**config.mk**
```make
export PLATFORM = sky130hd
export DESIGN_NAME = tmr_fault_monitor
export DESIGN_NICKNAME = d
export VERILOG_FILES = /design/src/rtl/tmr_fault_monitor.sv
export SDC_FILE = /design/constraint.sdc
export NUM_CORES = 1
export LEC_CHECK = 0
export CORE_MARGIN = 2
export CORE_UTILIZATION = 54
export DETAILED_ROUTE_END_ITERATION = 12
export PLACE_DENSITY = 0.78
export SLEW_MARGIN = 20
export SYNTH_ARGS = -nofsm -noshare
export SYNTH_HDL_FRONTEND = slang
export SYNTH_SLANG_ARGS = --single-unit
```
**constraint.sdc**
```tcl
create_clock -name clk -period 2.9 [get_ports clk]
set_clock_uncertainty 0.05 [all_clocks]
set_input_delay 0.58 -clock clk [delete_from_list [all_inputs] [get_ports clk]]
set_output_delay 0.58 -clock clk [all_outputs]
set_load 0.005 [all_outputs]
```
**src/rtl/tmr_fault_monitor.sv**
```systemverilog
// Triple-modular-redundancy voter with per-lane fault accounting.
// Votes three replica words, tracks disagreeing lanes and raises irq.
module tmr_fault_monitor #(
  parameter int BW_DATA           = 8,
  parameter int BW_COUNT          = 8,
  parameter int PERSIST_THRESHOLD = 4
) (
  input  logic                  clk,
  input  logic                  rst,
  input  logic                  enable,
  input  logic                  sample_valid,
  input  logic [3*BW_DATA-1:0]  replica_in,
  output logic                  voted_valid,
  output logic [BW_DATA-1:0]    voted_data,
  output logic [2:0]            mismatch_lane,
  output logic                  multi_fault,
  output logic [3*BW_COUNT-1:0] err_count,
  output logic [2:0]            lane_failed,
  output logic                  irq,
  input  logic                  irq_clear,
  input  logic                  stat_clear
);

  localparam logic [1:0] ST_OK      = 2'd0;
  localparam logic [1:0] ST_SUSPECT = 2'd1;
  localparam logic [1:0] ST_FAILED  = 2'd2;
  localparam logic [7:0] THR        = 8'(PERSIST_THRESHOLD);

  logic                accept;
  logic [BW_DATA-1:0]  lane [3];
  logic [BW_DATA-1:0]  maj;
  logic [2:0]          m;
  logic                mf;

  logic [1:0]          st_q  [3];
  logic [1:0]          st_d  [3];
  logic [7:0]          run_q [3];
  logic [7:0]          run_d [3];
  logic [BW_COUNT-1:0] cnt_q [3];
  logic [BW_COUNT-1:0] cnt_d [3];
  logic [2:0]          enter_failed;
  logic                irq_set;

  assign accept = enable & sample_valid;

  always_comb begin
    for (int k = 0; k < 3; k++) begin
      lane[k] = replica_in[BW_DATA*k +: BW_DATA];
    end
    maj = (lane[0] & lane[1]) |
          (lane[0] & lane[2]) |
          (lane[1] & lane[2]);
    for (int k = 0; k < 3; k++) begin
      m[k] = |(lane[k] ^ maj);
    end
    mf = ({1'b0, m[0]} + {1'b0, m[1]} + {1'b0, m[2]}) >= 2'd2;
  end

  // Per-lane persistence tracking; stat_clear overrides any sample update
  always_comb begin
    for (int k = 0; k < 3; k++) begin
      st_d[k]  = st_q[k];
      run_d[k] = run_q[k];
      cnt_d[k] = cnt_q[k];
      if (accept && m[k] && (cnt_q[k] != '1)) begin
        cnt_d[k] = cnt_q[k] + BW_COUNT'(1);
      end
      if (accept) begin
        case (st_q[k])
          ST_OK: begin
            if (m[k]) begin
              run_d[k] = 8'd1;
              st_d[k]  = (THR == 8'd1) ? ST_FAILED : ST_SUSPECT;
            end
          end
          ST_SUSPECT: begin
            if (m[k]) begin
              run_d[k] = run_q[k] + 8'd1;
              if (run_q[k] + 8'd1 == THR) st_d[k] = ST_FAILED;
            end else begin
              run_d[k] = 8'd0;
              st_d[k]  = ST_OK;
            end
          end
          default: ;
        endcase
      end
      if (stat_clear) begin
        st_d[k]  = ST_OK;
        run_d[k] = 8'd0;
        cnt_d[k] = '0;
      end
      enter_failed[k] = (st_d[k] == ST_FAILED) && (st_q[k] != ST_FAILED);
    end
  end

  assign irq_set = (accept && (|m)) || (|enter_failed);

  always_ff @(posedge clk or posedge rst) begin
    if (rst) begin
      voted_valid   <= 1'b0;
      voted_data    <= '0;
      mismatch_lane <= '0;
      multi_fault   <= 1'b0;
      irq           <= 1'b0;
      for (int k = 0; k < 3; k++) begin
        st_q[k]  <= ST_OK;
        run_q[k] <= '0;
        cnt_q[k] <= '0;
      end
    end else begin
      voted_valid <= accept;
      if (accept) begin
        voted_data    <= maj;
        mismatch_lane <= m;
        multi_fault   <= mf;
      end
      if (irq_set)        irq <= 1'b1;
      else if (irq_clear) irq <= 1'b0;
      for (int k = 0; k < 3; k++) begin
        st_q[k]  <= st_d[k];
        run_q[k] <= run_d[k];
        cnt_q[k] <= cnt_d[k];
      end
    end
  end

  always_comb begin
    for (int k = 0; k < 3; k++) begin
      err_count[BW_COUNT*k +: BW_COUNT] = cnt_q[k];
      lane_failed[k] = (st_q[k] == ST_FAILED);
    end
  end

endmodule

```
==> results of run 1 <==
[synth_stat cells (10+ instances only)]
library cell | number | area [sq um]
a21oi_1 | 21 | 105
dfrtp_1 | 68 | 1700
nor2_1 | 54 | 203
and3_1 | 11 | 68.8
nand3_1 | 20 | 100
clkbuf_1 | 15 | 56.3
nor3b_1 | 11 | 82.6
nor3_1 | 10 | 50.1
nor2b_1 | 14 | 87.6
o21ai_0 | 28 | 140
nand2_1 | 38 | 143
a21o_1 | 15 | 113
nand4_1 | 14 | 87.6
[registers in the layout, summed over array words and instances, names as in the netlist]
register,cells
run_q,24
voted_data,8
st_q,6
mismatch_lane,3
multi_fault,1
irq,1
voted_valid,1
err_count,24
[worst reg2reg max path, stage by stage, from the launching register on]
cell	delay, ns
dfrtp_1	0.43
ha_1	0.23
and2_1	0.16
nand4_1	0.13
nor4bb_1	0.50
and3_1	0.23
mux2_1	0.31
[report_power, final]
group / leakage [nW] / switching, mW / internal [mW]
Sequential: 0.919 / 0.0353 / 0.985
Clock: 0.0979 / 0.357 / 0.411
Combinational: 1.26 / 0.178 / 0.177
Total: 2.27 / 0.570 / 1.57
[routing by layer]
metal  GRT usage (%)  share of wire (%)  up-vias
met5               0                  0        -
met4            9.97                1.9        0
met3            3.57                4.0       17
met2            43.0                 50      105
met1            30.9                 44     1850
li1                -                  -     1854
[layout by cell type, fill, tap and decap left out, types with 3 or more instances in the layout]
master	synthesis	layout
clkinv_2	0	3
nand4_1	14	14
mux2_1	5	5
a22o_1	5	5
xnor2_1	8	8
a32oi_1	7	7
nor3b_1	11	11
clkdlybuf4s50_1	0	69
mux2i_1	4	4
nor2_1	54	54
ha_1	7	7
nand2_1	38	38
nand2b_1	3	3
nor4_1	9	9
buf_4	2	16
or4_1	8	8
inv_2	2	3
and3b_1	6	6
o21bai_1	4	4
clkbuf_8	0	10
a21o_1	15	15
or3b_1	8	8
nor3_1	10	10
inv_1	8	7
nand3_1	20	20
dfrtp_1	68	68
a21oi_1	21	21
o31ai_1	7	7
nor2b_1	14	14
nand3b_1	9	9
and3_1	11	11
o21ai_0	28	28
or2_2	3	3
[layout make-up]
cell class / count / area [sq um] / share of cell area, %
clock buffer: 10 / 138 / 2.65
clock inverter: 5 / 52.6 / 1.01
inverter: 11 / 41.3 / 0.796
multi-input combinational: 363 / 2290 / 44.2
sequential: 68 / 1700 / 32.8
tap: 99 / 124 / 2.39
timing repair buffer: 87 / 836 / 16.1
[through the flow]
step                      power [mW]  area, sq um  hold slack, ns  setup WS (ns)  std cells
after CTS                       2.16         5190           0.436          0.364        643
after global placement          1.38         5000           0.412         0.0777        628
final                           2.14         5190           0.432          0.364        643
after global routing            2.25         5190           0.468          0.126        643
after floorplan                 1.21         4130           0.418          0.558        461
after detailed placement        1.40         5000           0.421        0.00404        628
[how the worst min path moves through the flow]
stage                           from          endpoint  slack (ns)  depth (start not counted)
finish                 voted_data[0]     voted_data[0]        0.43                          2
global route        mismatch_lane[1]  mismatch_lane[1]        0.47                          2
CTS                    voted_data[0]     voted_data[0]        0.44                          2
detailed placement     voted_data[0]     voted_data[0]        0.42                          2
global placement    mismatch_lane[1]  mismatch_lane[1]        0.41                          2
floorplan                   run_q[1]          run_q[1]        0.42                          2
[logic make-up (layout without fill, tap and decap cells)]
group / count (synthesis) / count (layout) / share of synthesized area [%]
adders and majority gates: 7 / 7 / 2.12
muxes: 10 / 10 / 2.61
xor gates and xnor gates: 10 / 10 / 2.12
and+or+nand+nor: 230 / 230 / 31.0
AOI/OAI and AO/OA: 106 / 106 / 17.7
DFF: 68 / 68 / 41.2
buffers and inverters: 30 / 113 / 3.27
==> run metrics, run 1 <==
status completed; num rows 31; critical-path cell with the highest stage delay clkdlybuf4s50_1; # fillers 590; total of max-cap violations 0; RR Endpoint err_count[13]; pwr/cell area 413 nW/um^2; Reg2Reg Depth 6; number of synthesis warnings 0; Ant. Diodes 0; Setup Crit Path Kind in2reg; Post-Route WL 9690 microns; min Tclk post-route 2.54 ns; Final nets 577; RSZ-0062 raised after global routing no; syn_nets 498; crit-path leading delay family simple AND/OR/NAND/NOR gates; postcts setup bufs 0; # DRC 0; Buf/Inv on CP 2; global-route wire length before repair 16800 microns; asr flop ratio synth 100%; clock buffer depth 2; drt pass-1 iters 4; detailed placer's ending HPWL 7030 microns; die height 91.5 microns; FF-to-FF setup slack 0.72 ns; CTS tree yes; Tot GR Track Use 24.8%; CP Depth 8; Yosys reg bits 68; initial antenna violation count 0; hold crit path type reg2reg; Via density 5.95; CP endpoint kind flop; Port-buffer cells 70; period utilisation layout 87.5%; CTS Buf Count 9; leakage power 2.27 nW; startpoint types input port; CP required 3.08 ns; initial core utilization 56.3%; endpoints failing hold 0; Critical Path AT 2.71 ns; Final TNS setup 0 ns; vias in the first global route 3721; per-cell routed wire length 15.1 microns; Worst Setup SP replica_in[9]; first-iteration detailed-routing DRC count 234; IO Pins 71; antenna-violating nets left 0; die width 91.5 microns; Seq/Total Area, Yosys 41.2%; layout cells sized above 1 9.38%; Root Driver clkbuf_8; # hold bufs at CTS 0; synthesized cell area 4130 sq um; CORE AREA 7330 sq um; reg2reg start err_count[8]; latest clock arrival within the worst-skew pair 0.34 ns; area delta synth->final 25.6%; Synth cell types 59; Max Slew Vio Count 0; Setup Viol. Count Final 0; syn avg cell area 8.96 sq um; total grt overflow 0; post_cts resized 0; clock-pin slew on the worst setup and hold paths 0.07 ns; via count 3826; Max VDD drop 0.230 mV; Post-synth EDFFs 0; Post-Syn Instances 461; final core utilization 70.7%; pin count of the biggest net entering global routing 69; CP Max Fanout 7; die area 8360 sq um; clk sinks 68; Most used DFF post-synth dfrtp_1; Fmax 0.394 GHz; worst-margin pin slew 0.501 ns; GPL Wtd Cong 0.836; relative max-transition margin 66.1%; crit path capture err_count[13]; Critical Path, Cell by Cell clkdlybuf4s50_1, nor3b_1, a221oi_1, nand4_1, buf_4, nor4bb_1, and3_1, mux2_1; H-tree lvl count 3; slowest stage delay, CP 0.59 ns
No activity file was read; power rests on OpenSTA's default activity.
==> inputs of run 2 (changes only) <==
--- a/config.mk
+++ b/config.mk
@@ -7,6 +7,7 @@
 export LEC_CHECK = 0
 export CORE_MARGIN = 2
 export CORE_UTILIZATION = 54
+export CTS_CLUSTER_DIAMETER = 150
 export DETAILED_ROUTE_END_ITERATION = 12
 export PLACE_DENSITY = 0.78
 export SLEW_MARGIN = 20
==> results of run 2 <==
No change in the layout: final DEF, timing and power equal those of run 1.
==> inputs of run 3 (changes only) <==
--- a/config.mk
+++ b/config.mk
@@ -6,10 +6,13 @@
 export NUM_CORES = 1
 export LEC_CHECK = 0
 export CORE_MARGIN = 2
-export CORE_UTILIZATION = 54
+export CORE_UTILIZATION = 58
 export CTS_CLUSTER_DIAMETER = 150
 export DETAILED_ROUTE_END_ITERATION = 12
-export PLACE_DENSITY = 0.78
+export DONT_BUFFER_PORTS = 1
+export HOLD_SLACK_MARGIN = 0.1
+export PLACE_DENSITY = 0.71
+export SKIP_LAST_GASP = 1
 export SLEW_MARGIN = 20
 export SYNTH_ARGS = -nofsm -noshare
 export SYNTH_HDL_FRONTEND = slang
==> run metrics, run 3 (same netlist as run 1, synthesis figures left out) <==
via count 3494 (was 3826); Setup Crit Path Kind reg2reg (was in2reg); commonest cells after routing, fill and taps aside dfrtp_1, nor2_1, nand2_1 (was clkdlybuf4s50_1, dfrtp_1, nor2_1); final core utilization 65.1% (was 70.7%); # DRC 0 (unchanged); initial core utilization 60.5% (was 56.3%); RSZ-0062 raised after global routing no (unchanged); met2 Usage GRT 38.3% (was 43.0%); total of max-cap violations 0 (unchanged); H-tree lvl count 3 (unchanged); worst slack, placed 0.477 ns (was 0.00404 ns); global-route wire length before repair 14900 microns (was 16800 microns); initial antenna violation count 0 (unchanged); per-cell routed wire length 16.0 microns (was 15.1 microns); relative max-transition margin 57.2% (was 66.1%); first-iteration detailed-routing DRC count 177 (was 234); Post-Route WL 8940 microns (was 9690 microns); post_cts resized 0 (unchanged); die width 88.4 microns (was 91.5 microns); met3 GRT Util 7.00% (was 3.57%); layout cells sized above 1 8.62% (was 9.38%); Root Driver clkbuf_8 (unchanged); Setup Viol. Count Final 0 (unchanged); antenna-violating nets left 0 (unchanged); Critical Path AT 2.42 ns (was 2.71 ns); clock-pin slew on the worst setup and hold paths 0.08 ns (was 0.07 ns); Final TNS setup 0 ns (unchanged); pin count of the biggest net entering global routing 56 (was 69); period utilisation layout 77.4% (was 87.5%); detailed placer's ending HPWL 6240 microns (was 7030 microns); total grt overflow 0 (unchanged); # fillers 549 (was 590); latest clock arrival within the worst-skew pair 0.35 ns (was 0.34 ns); area delta synth->final 7.73% (was 25.6%); CP Max Fanout 4 (was 7); met1 Use GR 32.0% (was 30.9%); hold crit path type in2async (was reg2reg); Port-buffer cells 0 (was 70); Critical Path, Cell by Cell ha_1, and2_1, nand4_1, nor4bb_1, and3_1, mux2_1 (was clkdlybuf4s50_1, nor3b_1, a221oi_1, nand4_1, buf_4, nor4bb_1, and3_1, mux2_1); slowest stage delay, CP 0.53 ns (was 0.59 ns); leakage power 1.98 nW (was 2.27 nW); Ant. Diodes 0 (unchanged); Fmax 0.446 GHz (was 0.394 GHz); CTS tree yes (unchanged); startpoint types flop (was input port); CORE AREA 6830 sq um (was 7330 sq um); Worst Setup Slack, final 0.656 ns (was 0.364 ns); Max VDD drop 0.256 mV (was 0.230 mV); CP endpoint kind flop (unchanged); clock buffer depth 2 (unchanged); vias in the first global route 3234 (was 3721); CTS Buf Count 9 (unchanged); FF-to-FF setup slack 0.66 ns (was 0.72 ns); status completed (unchanged); commonest non-fill, non-tap cell in the layout dfrtp_1 (was clkdlybuf4s50_1); GRT busiest layer met2 (unchanged); die height 88.4 microns (was 91.5 microns); GPL Wtd Cong 0.857 (was 0.836); # hold bufs at CTS 0 (unchanged); IO Pins 71 (unchanged); Final nets 496 (was 577); postcts setup bufs 0 (unchanged); critical-path cell with the highest stage delay nor4bb_1 (was clkdlybuf4s50_1); min Tclk post-route 2.24 ns (was 2.54 ns); endpoints failing hold 0 (unchanged); Tot GR Track Use 24.1% (was 24.8%); num rows 30 (was 31); worst-margin pin slew 0.640 ns (was 0.501 ns); pwr/cell area 481 nW/um^2 (was 413 nW/um^2); Max Slew Vio Count 0 (unchanged); clk sinks 68 (unchanged); die area 7810 sq um (was 8360 sq um); drt pass-1 iters 4 (unchanged); Via density 6.24 (was 5.95); CP required 3.07 ns (was 3.08 ns)
[run 3: worst max-delay path: cells and delay by family (launching register included)]
kind / cells / cell delay [ns]
simple gates: 4 / 1.06
flops: 1 / 0.45
mux: 1 / 0.31
fa+ha+maj: 1 / 0.24
[run 3: metal layers]
metal	share of wire, %	routed length (microns)
met2	46	4100
met3	6.2	550
met5	0	0
met4	1.2	110
met1	47	4180
[run 3: power breakdown]
part / internal [mW] / switching, mW / leakage (nW)
Combinational: 0.0846 / 0.118 / 0.946
Sequential: 0.985 / 0.0419 / 0.919
Clock: 0.533 / 0.380 / 0.112
Total: 1.60 / 0.539 / 1.98
[run 3: area by class of cell]
type / count / area (sq um) / share of cell area [%]
multi-input cells: 363 / 2290 / 51.5
repair buffers: 6 / 57.6 / 1.29
inverters: 11 / 41.3 / 0.928
well taps: 96 / 120 / 2.70
clock buffers: 11 / 151 / 3.40
flip-flops and latches: 68 / 1700 / 38.2
clock inverters: 5 / 83.8 / 1.88
[run 3: worst paths after layout]
path / startpoint / to / cells after the start
max: err_count[8] / err_count[13] / 6
min: rst / voted_data[5] / 1
max reg2reg: err_count[8] / err_count[13] / 6
min reg2reg: voted_data[7] / voted_data[7] / 2
max in group asynchronous: rst / st_q[5] / 2
min in group clk: stat_clear / err_count[4] / 1
[run 3: through the flow]
step	power, mW	hold slack, ns	std cells	instance area (sq um)
global route	2.24	0.178	560	4450
floorplan	1.21	0.418	461	4130
detailed placement	1.25	0.449	544	4210
global placement	1.24	0.442	544	4210
finish	2.14	0.137	560	4450
CTS	2.16	0.162	560	4450
